[config.mk]
export PLATFORM = sky130hd
export DESIGN_NAME = regfile_param
export DESIGN_NICKNAME = d
export VERILOG_FILES = /design/src/rtl/regfile_pkg.sv /design/src/rtl/regfile_clr_seq.sv /design/src/rtl/regfile_param.sv
export SDC_FILE = /design/constraint.sdc
export NUM_CORES = 1
export LEC_CHECK = 0
export CAP_MARGIN = 20
export CORE_AREA = 2 2 240 242
export DETAILED_ROUTE_END_ITERATION = 8
export DIE_AREA = 0 0 242 244
export SLEW_MARGIN = 40
export SYNTH_ARGS = -nofsm -noshare
export SYNTH_HDL_FRONTEND = slang
export SYNTH_SLANG_ARGS = --single-unit
[constraint.sdc]
create_clock -name clk -period 3.1 [get_ports clk]
set_clock_uncertainty 0.1 [all_clocks]
set_input_delay 0.31 -clock clk [delete_from_list [all_inputs] [get_ports clk]]
set_output_delay 0.31 -clock clk [all_outputs]
set_load 0.03 [all_outputs]
[src/rtl/regfile_pkg.sv]
// Shared types and helpers for the parametrised register file.
// Holds the clear-sequencer state encoding and the byte-masked merge
// used both for committing writes and for the write-first read bypass.
package regfile_pkg;

    // Clear sweep sequencer states.
    typedef enum logic [0:0] {
        ST_IDLE  = 1'b0,
        ST_CLEAR = 1'b1
    } clr_state_t;

    // Widest word the merge helper handles. Callers zero-extend their
    // operands into this width and truncate the result back down, which
    // keeps one helper usable for any DATA_W up to this bound.
    localparam int MERGE_W    = 512;
    localparam int MERGE_BE_W = MERGE_W / 8;

    // Byte-masked merge: byte b of the result comes from new_word when
    // be[b] is set, otherwise from old_word.
    function automatic logic [MERGE_W-1:0] byte_merge(
        input logic [MERGE_W-1:0]    old_word,
        input logic [MERGE_W-1:0]    new_word,
        input logic [MERGE_BE_W-1:0] be
    );
        logic [MERGE_W-1:0] merged;
        merged = old_word;
        for (int b = 0; b < MERGE_BE_W; b++) begin
            if (be[b]) begin
                merged[8*b +: 8] = new_word[8*b +: 8];
            end
        end
        return merged;
    endfunction

endpackage

[src/rtl/regfile_clr_seq.sv]
// Hardware clear sequencer for the register file.
// On a clr_req pulse in IDLE it walks every entry from 0 to DEPTH-1,
// issuing one zero-write per cycle, and holds busy high for exactly
// DEPTH cycles. A reset mid-sweep aborts at once; the write for the
// entry being addressed in the reset cycle is suppressed so that only
// entries cleared on earlier edges end up zero.
module regfile_clr_seq
    import regfile_pkg::*;
#(
    parameter  int DEPTH  = 16,
    localparam int ADDR_W = $clog2(DEPTH)
) (
    input  logic              clk,
    input  logic              rst,
    input  logic              clr_req,
    output logic              busy,
    output logic              clr_we,
    output logic [ADDR_W-1:0] clr_addr
);

    // Terminal count is compared explicitly so non-power-of-2 depths
    // stop at the last real entry instead of relying on counter wrap.
    localparam logic [ADDR_W-1:0] LAST_ADDR = ADDR_W'(DEPTH - 1);
    localparam logic [ADDR_W-1:0] CNT_ONE   = ADDR_W'(1);

    clr_state_t        state_reg;
    clr_state_t        state_next;
    logic [ADDR_W-1:0] cnt_reg;
    logic [ADDR_W-1:0] cnt_next;

    // State and sweep counter registers.
    always_ff @(posedge clk) begin
        if (rst) begin
            state_reg <= ST_IDLE;
            cnt_reg   <= '0;
        end else begin
            state_reg <= state_next;
            cnt_reg   <= cnt_next;
        end
    end

    // Next-state, counter advance and clear-write outputs.
    always_comb begin
        state_next = state_reg;
        cnt_next   = cnt_reg;
        busy       = 1'b0;
        clr_we     = 1'b0;
        clr_addr   = cnt_reg;
        case (state_reg)
            ST_IDLE: begin
                if (clr_req) begin
                    state_next = ST_CLEAR;
                    cnt_next   = '0;
                end
            end
            ST_CLEAR: begin
                busy   = 1'b1;
                // Reset wins over the pending zero-write of this cycle.
                clr_we = ~rst;
                if (cnt_reg == LAST_ADDR) begin
                    state_next = ST_IDLE;
                    cnt_next   = '0;
                end else begin
                    cnt_next = cnt_reg + CNT_ONE;
                end
            end
            default: begin
                state_next = ST_IDLE;
                cnt_next   = '0;
            end
        endcase
    end

endmodule

[src/rtl/regfile_param.sv]
// Parametrised register file: one byte-enabled write port, one
// registered read port with a valid strobe, write-first bypass and a
// hardware clear sweep. The clear sequencer takes over the write port
// while it runs; user reads and writes are ignored during the sweep.
// Addresses at or beyond DEPTH (only possible for non-power-of-2
// depths) drop writes and read back as zero with rvalid asserted.
module regfile_param
    import regfile_pkg::*;
#(
    parameter  int DATA_W = 16,
    parameter  int DEPTH  = 16,
    localparam int ADDR_W = $clog2(DEPTH),
    localparam int BE_W   = DATA_W / 8
) (
    input  logic              clk,
    input  logic              rst,
    input  logic              we,
    input  logic [ADDR_W-1:0] waddr,
    input  logic [DATA_W-1:0] wdata,
    input  logic [BE_W-1:0]   wbe,
    input  logic              re,
    input  logic [ADDR_W-1:0] raddr,
    output logic [DATA_W-1:0] rdata,
    output logic              rvalid,
    input  logic              clr_req,
    output logic              busy
);

    // DEPTH always fits in one bit more than the address, so range
    // checks are done at that width without any signed/unsigned mixing.
    localparam logic [ADDR_W:0] DEPTH_VAL = (ADDR_W + 1)'(DEPTH);

    // Storage; deliberately not reset.
    logic [DATA_W-1:0] mem [DEPTH];

    // Clear sequencer interface.
    logic              clr_busy;
    logic              clr_we;
    logic [ADDR_W-1:0] clr_addr;

    // User access qualification.
    logic wr_in_range;
    logic rd_in_range;
    logic user_wr;
    logic user_rd;
    logic bypass_hit;

    // Shared write port after the clear/user mux.
    logic              port_we;
    logic [ADDR_W-1:0] port_addr;
    logic [DATA_W-1:0] port_wdata;
    logic [BE_W-1:0]   port_be;
    logic [DATA_W-1:0] port_old;
    logic [DATA_W-1:0] port_word;

    // Read path.
    logic [DATA_W-1:0] rd_word;
    logic [DATA_W-1:0] rdata_reg;
    logic              rvalid_reg;

    regfile_clr_seq #(
        .DEPTH (DEPTH)
    ) u_clr_seq (
        .clk      (clk),
        .rst      (rst),
        .clr_req  (clr_req),
        .busy     (clr_busy),
        .clr_we   (clr_we),
        .clr_addr (clr_addr)
    );

    assign busy = clr_busy;

    assign wr_in_range = ({1'b0, waddr} < DEPTH_VAL);
    assign rd_in_range = ({1'b0, raddr} < DEPTH_VAL);

    // The sweep owns the array; user strobes are simply dropped.
    assign user_wr    = we & ~clr_busy & wr_in_range;
    assign user_rd    = re & ~clr_busy;
    assign bypass_hit = user_wr & (raddr == waddr);

    // Write port mux: the clear sweep overrides the user write.
    always_comb begin
        port_we    = 1'b0;
        port_addr  = waddr;
        port_wdata = wdata;
        port_be    = wbe;
        if (clr_we) begin
            port_we    = 1'b1;
            port_addr  = clr_addr;
            port_wdata = '0;
            port_be    = '1;
        end else if (user_wr) begin
            port_we = 1'b1;
        end
    end

    // Merged post-write word; also feeds the write-first bypass.
    always_comb begin
        port_old  = port_we ? mem[port_addr] : '0;
        port_word = DATA_W'(byte_merge(MERGE_W'(port_old),
                                       MERGE_W'(port_wdata),
                                       MERGE_BE_W'(port_be)));
    end

    // Array update from whichever source owns the write port.
    always_ff @(posedge clk) begin
        if (port_we) begin
            mem[port_addr] <= port_word;
        end
    end

    // Read word selection: zero out of range, bypass on same-address write.
    always_comb begin
        rd_word = '0;
        if (rd_in_range) begin
            rd_word = bypass_hit ? port_word : mem[raddr];
        end
    end

    // Registered read data and one-cycle valid; rdata holds when idle.
    always_ff @(posedge clk) begin
        if (rst) begin
            rdata_reg  <= '0;
            rvalid_reg <= 1'b0;
        end else begin
            rvalid_reg <= user_rd;
            if (user_rd) begin
                rdata_reg <= rd_word;
            end
        end
    end

    assign rdata  = rdata_reg;
    assign rvalid = rvalid_reg;

endmodule
==> results.cfg <==
[yosys]
synth-simple-area-share = 0.116
yosys_warnings = 0
synth_cell_types = 41
synth_fp_nets = 1020
synthXorXnorAreaFrac = 0.00327
synthMuxAreaShare = 0.175
synth_fa_ha_area_frac = 0.000934
synth.avg_cell_area_um2 = 13.6
ys_ff_latch = 278
synth-compound-area-share = 0.0722
synthCells = 988
synth_seq_area_share = 0.607
synth_top_family_by_area = multiplexers
netlist_area_um2 = 13400

[worst_setup_path]
cp_slowest_cell = dfxtp_1
cp-end-kind = flip-flop
required_ps = 3280
max_stage_delay_ps = 480
critPathMaxFanout = 23
path_class = reg -> reg
worstPathArrival_ps = 2880
path_cells = and3b_1 -> a21o_4 -> buf_12 -> buf_12 -> mux2i_1 -> a32o_1 -> o21ai_0 -> o21ai_0 -> nand2_1 -> buf_4
startpoint_type = flip-flop

[floorplan]
fp.dieH_um = 244
start_util = 0.238
die_w_um = 242
die_area_um2 = 59000
row_count = 87
ios = 49
coreArea_um2 = 56200

[run_status]
status = complete, no violations

[timing]
slew_headroom = 0.517
period_minus_slack_ps = 2690
hold_viol_final = 0
worst_pin_slew_ps = 724
rsz0062_at_grt = no
holdWs_ps = 298
fmax_ghz = 0.372
drv_slew = 0
finalWorstSetupSlack_ps = 409
period_share = 0.868
fin_tns_setup_ps = 0
setup_viol = 0

[clock_tree]
clock-sinks = 278
post_cts_buffers = 0
ctsLongestPathBuffers = 3
h-tree-depth = 1
numCtsBuffers = 26
clkTransAtPathRegs_ps = 70
cts_hold_buf = 0
cts_tree = built
clkLatencyLatePin_ps = 550
cts-root-buf = clkbuf_16
cts_resized = 0

[detailed_routing]
wl_mm = 40.7
drt_iter0_drc = 857
antenna_left = 0
via_per_inst = 4.96
dr.pass1.iters = 5
vias = 9366
wl_per_cell_um = 21.5
drc = 0

[layout]
instances_no_fill = 1890
antenna_cells = 0
largest_reg_flops = 256
drive_gt1_frac = 0.239
nets = 1147
final_cell_area_um2 = 16600
area.growth.synth_to_final_pct = 24.2
post-route-util = 0.296

[power_and_ir_drop]
power_mw = 8.70
peakVddDrop_uv = 393
leakage_nw = 5.72
power.density_nw_per_um2 = 523

[placement]
dp_slack_ps = -12.4
dpl.cell_count = 1843
place_hpwl_mm = 25.5
placed_area_um2 = 15800
numPortBuffers = 48
gp_congestion = 0.800

[job]
maxCapViolCount = 0

[global_routing]
grt_pass1_vias = 9405
grt_pass1_wl_mm = 60.6
antenna_found_initial = 0
grt_max_degree = 32
gr-usage-all-layers = 0.136
grt_overflow_total = 0

[worst_hold_path]
hold_path_class = in -> reg
==> routing by layer <==
layer,vias up,part of all wire,routed length [um],track usage
met4,0,0.032,1290,0.0483
met5,-,0,0,0
met3,78,0.082,3350,0.0184
met1,4734,0.40,16400,0.178
li1,4089,-,-,-
met2,465,0.48,19600,0.230
==> final cells by class <==
type                    instances  area [um2]
clock buffers                  34         712
clock inverters                13         135
fillers                      5605       39500
inverters                       4        15.0
multi-input cells             635        5000
flip-flops and latches        278        8130
well taps                     756         946
repair buffers                170        1700
==> power by group <==
group	internal (mW)	total [mW]	switching [mW]
registers	4.23	4.28	0.0449
logic	0.529	1.22	0.693
clock network	1.80	3.20	1.40
total	6.56	8.70	2.14
==> critical path: cells and delay by family (launching register included) <==
kind	cells	cell delay [ps]
compound gates	4	590
simple gates	2	380
buf+inv	3	610
mux	1	230
flops	1	480
==> kinds of logic (layout without fill, tap and decap cells) <==
family                     count (synthesis)  count (layout)
adders and majority gates                  1               1
buffers and inverters                     75             221
and+or+nand+nor                          351             351
xor gates and xnor gates                   5               5
AOI/OAI and AO/OA                        147             147
DFF                                      278             278
muxes                                    131             131
==> cell usage in the layout, fill, tap and decap left out, types with 3 or more instances in the layout <==
master           instances
or3_1                    3
mux4_2                  80
clkinv_2                 4
clkdlybuf4s50_1         46
and2_1                  17
nor2_1                  19
buf_4                   98
a221oi_1                12
mux2i_1                 47
or4_1                    8
buf_12                  25
nor2_2                  16
edfxtp_1               256
a22oi_1                 11
o21ai_0                 16
a21oi_1                 48
dfxtp_1                 22
a32o_1                  12
clkbuf_16               27
inv_1                    4
clkbuf_1                 6
nor3b_1                 19
a31oi_1                 11
clkinv_4                 3
o22ai_1                 16
xnor2_1                  5
nand2_1                215
nand3_1                 43
a32oi_1                 11
==> cells in the mapped netlist (all sizes together) <==
cell type	n	area [um2]
a21o	2	15.0
a21oi	50	250
a221oi	12	105
a22oi	11	82.6
a311oi	2	17.5
a31o	1	8.76
a31oi	12	75.1
a32o	12	120
a32oi	11	96.3
a41oi	1	8.76
and2	17	106
and3b	1	8.76
buf	37	200
clkbuf	34	128
dfxtp	22	440
edfxtp	256	7690
ha	1	12.5
inv	4	15.0
mux2	2	22.5
mux2i	49	515
mux4	80	1800
nand2	215	807
nand2b	3	26.3
nand3	43	215
nand3b	1	7.51
nand4	1	6.26
nor2	35	131
nor2b	2	12.5
nor3	2	10.0
nor3b	20	150
o21a	1	7.51
o21ai	16	80.1
o22ai	16	100
or3	3	18.8
or4	8	60.1
xnor2	5	43.8
==> final timing paths <==
path	to	cells after the start	slack [ps]	from
setup / recovery	mem[7][3]$_DFFE_PP_	10	410	u_clr_seq.state_reg$_SDFF_PP0_
hold / removal	u_clr_seq.state_reg$_SDFF_PP0_	3	300	clr_req
setup reg to reg	mem[7][3]$_DFFE_PP_	10	410	u_clr_seq.state_reg$_SDFF_PP0_
hold reg to reg	rdata[14]$_SDFFE_PP0P_	2	480	rdata[14]$_SDFFE_PP0P_
Power figures use the tool's default switching activity.
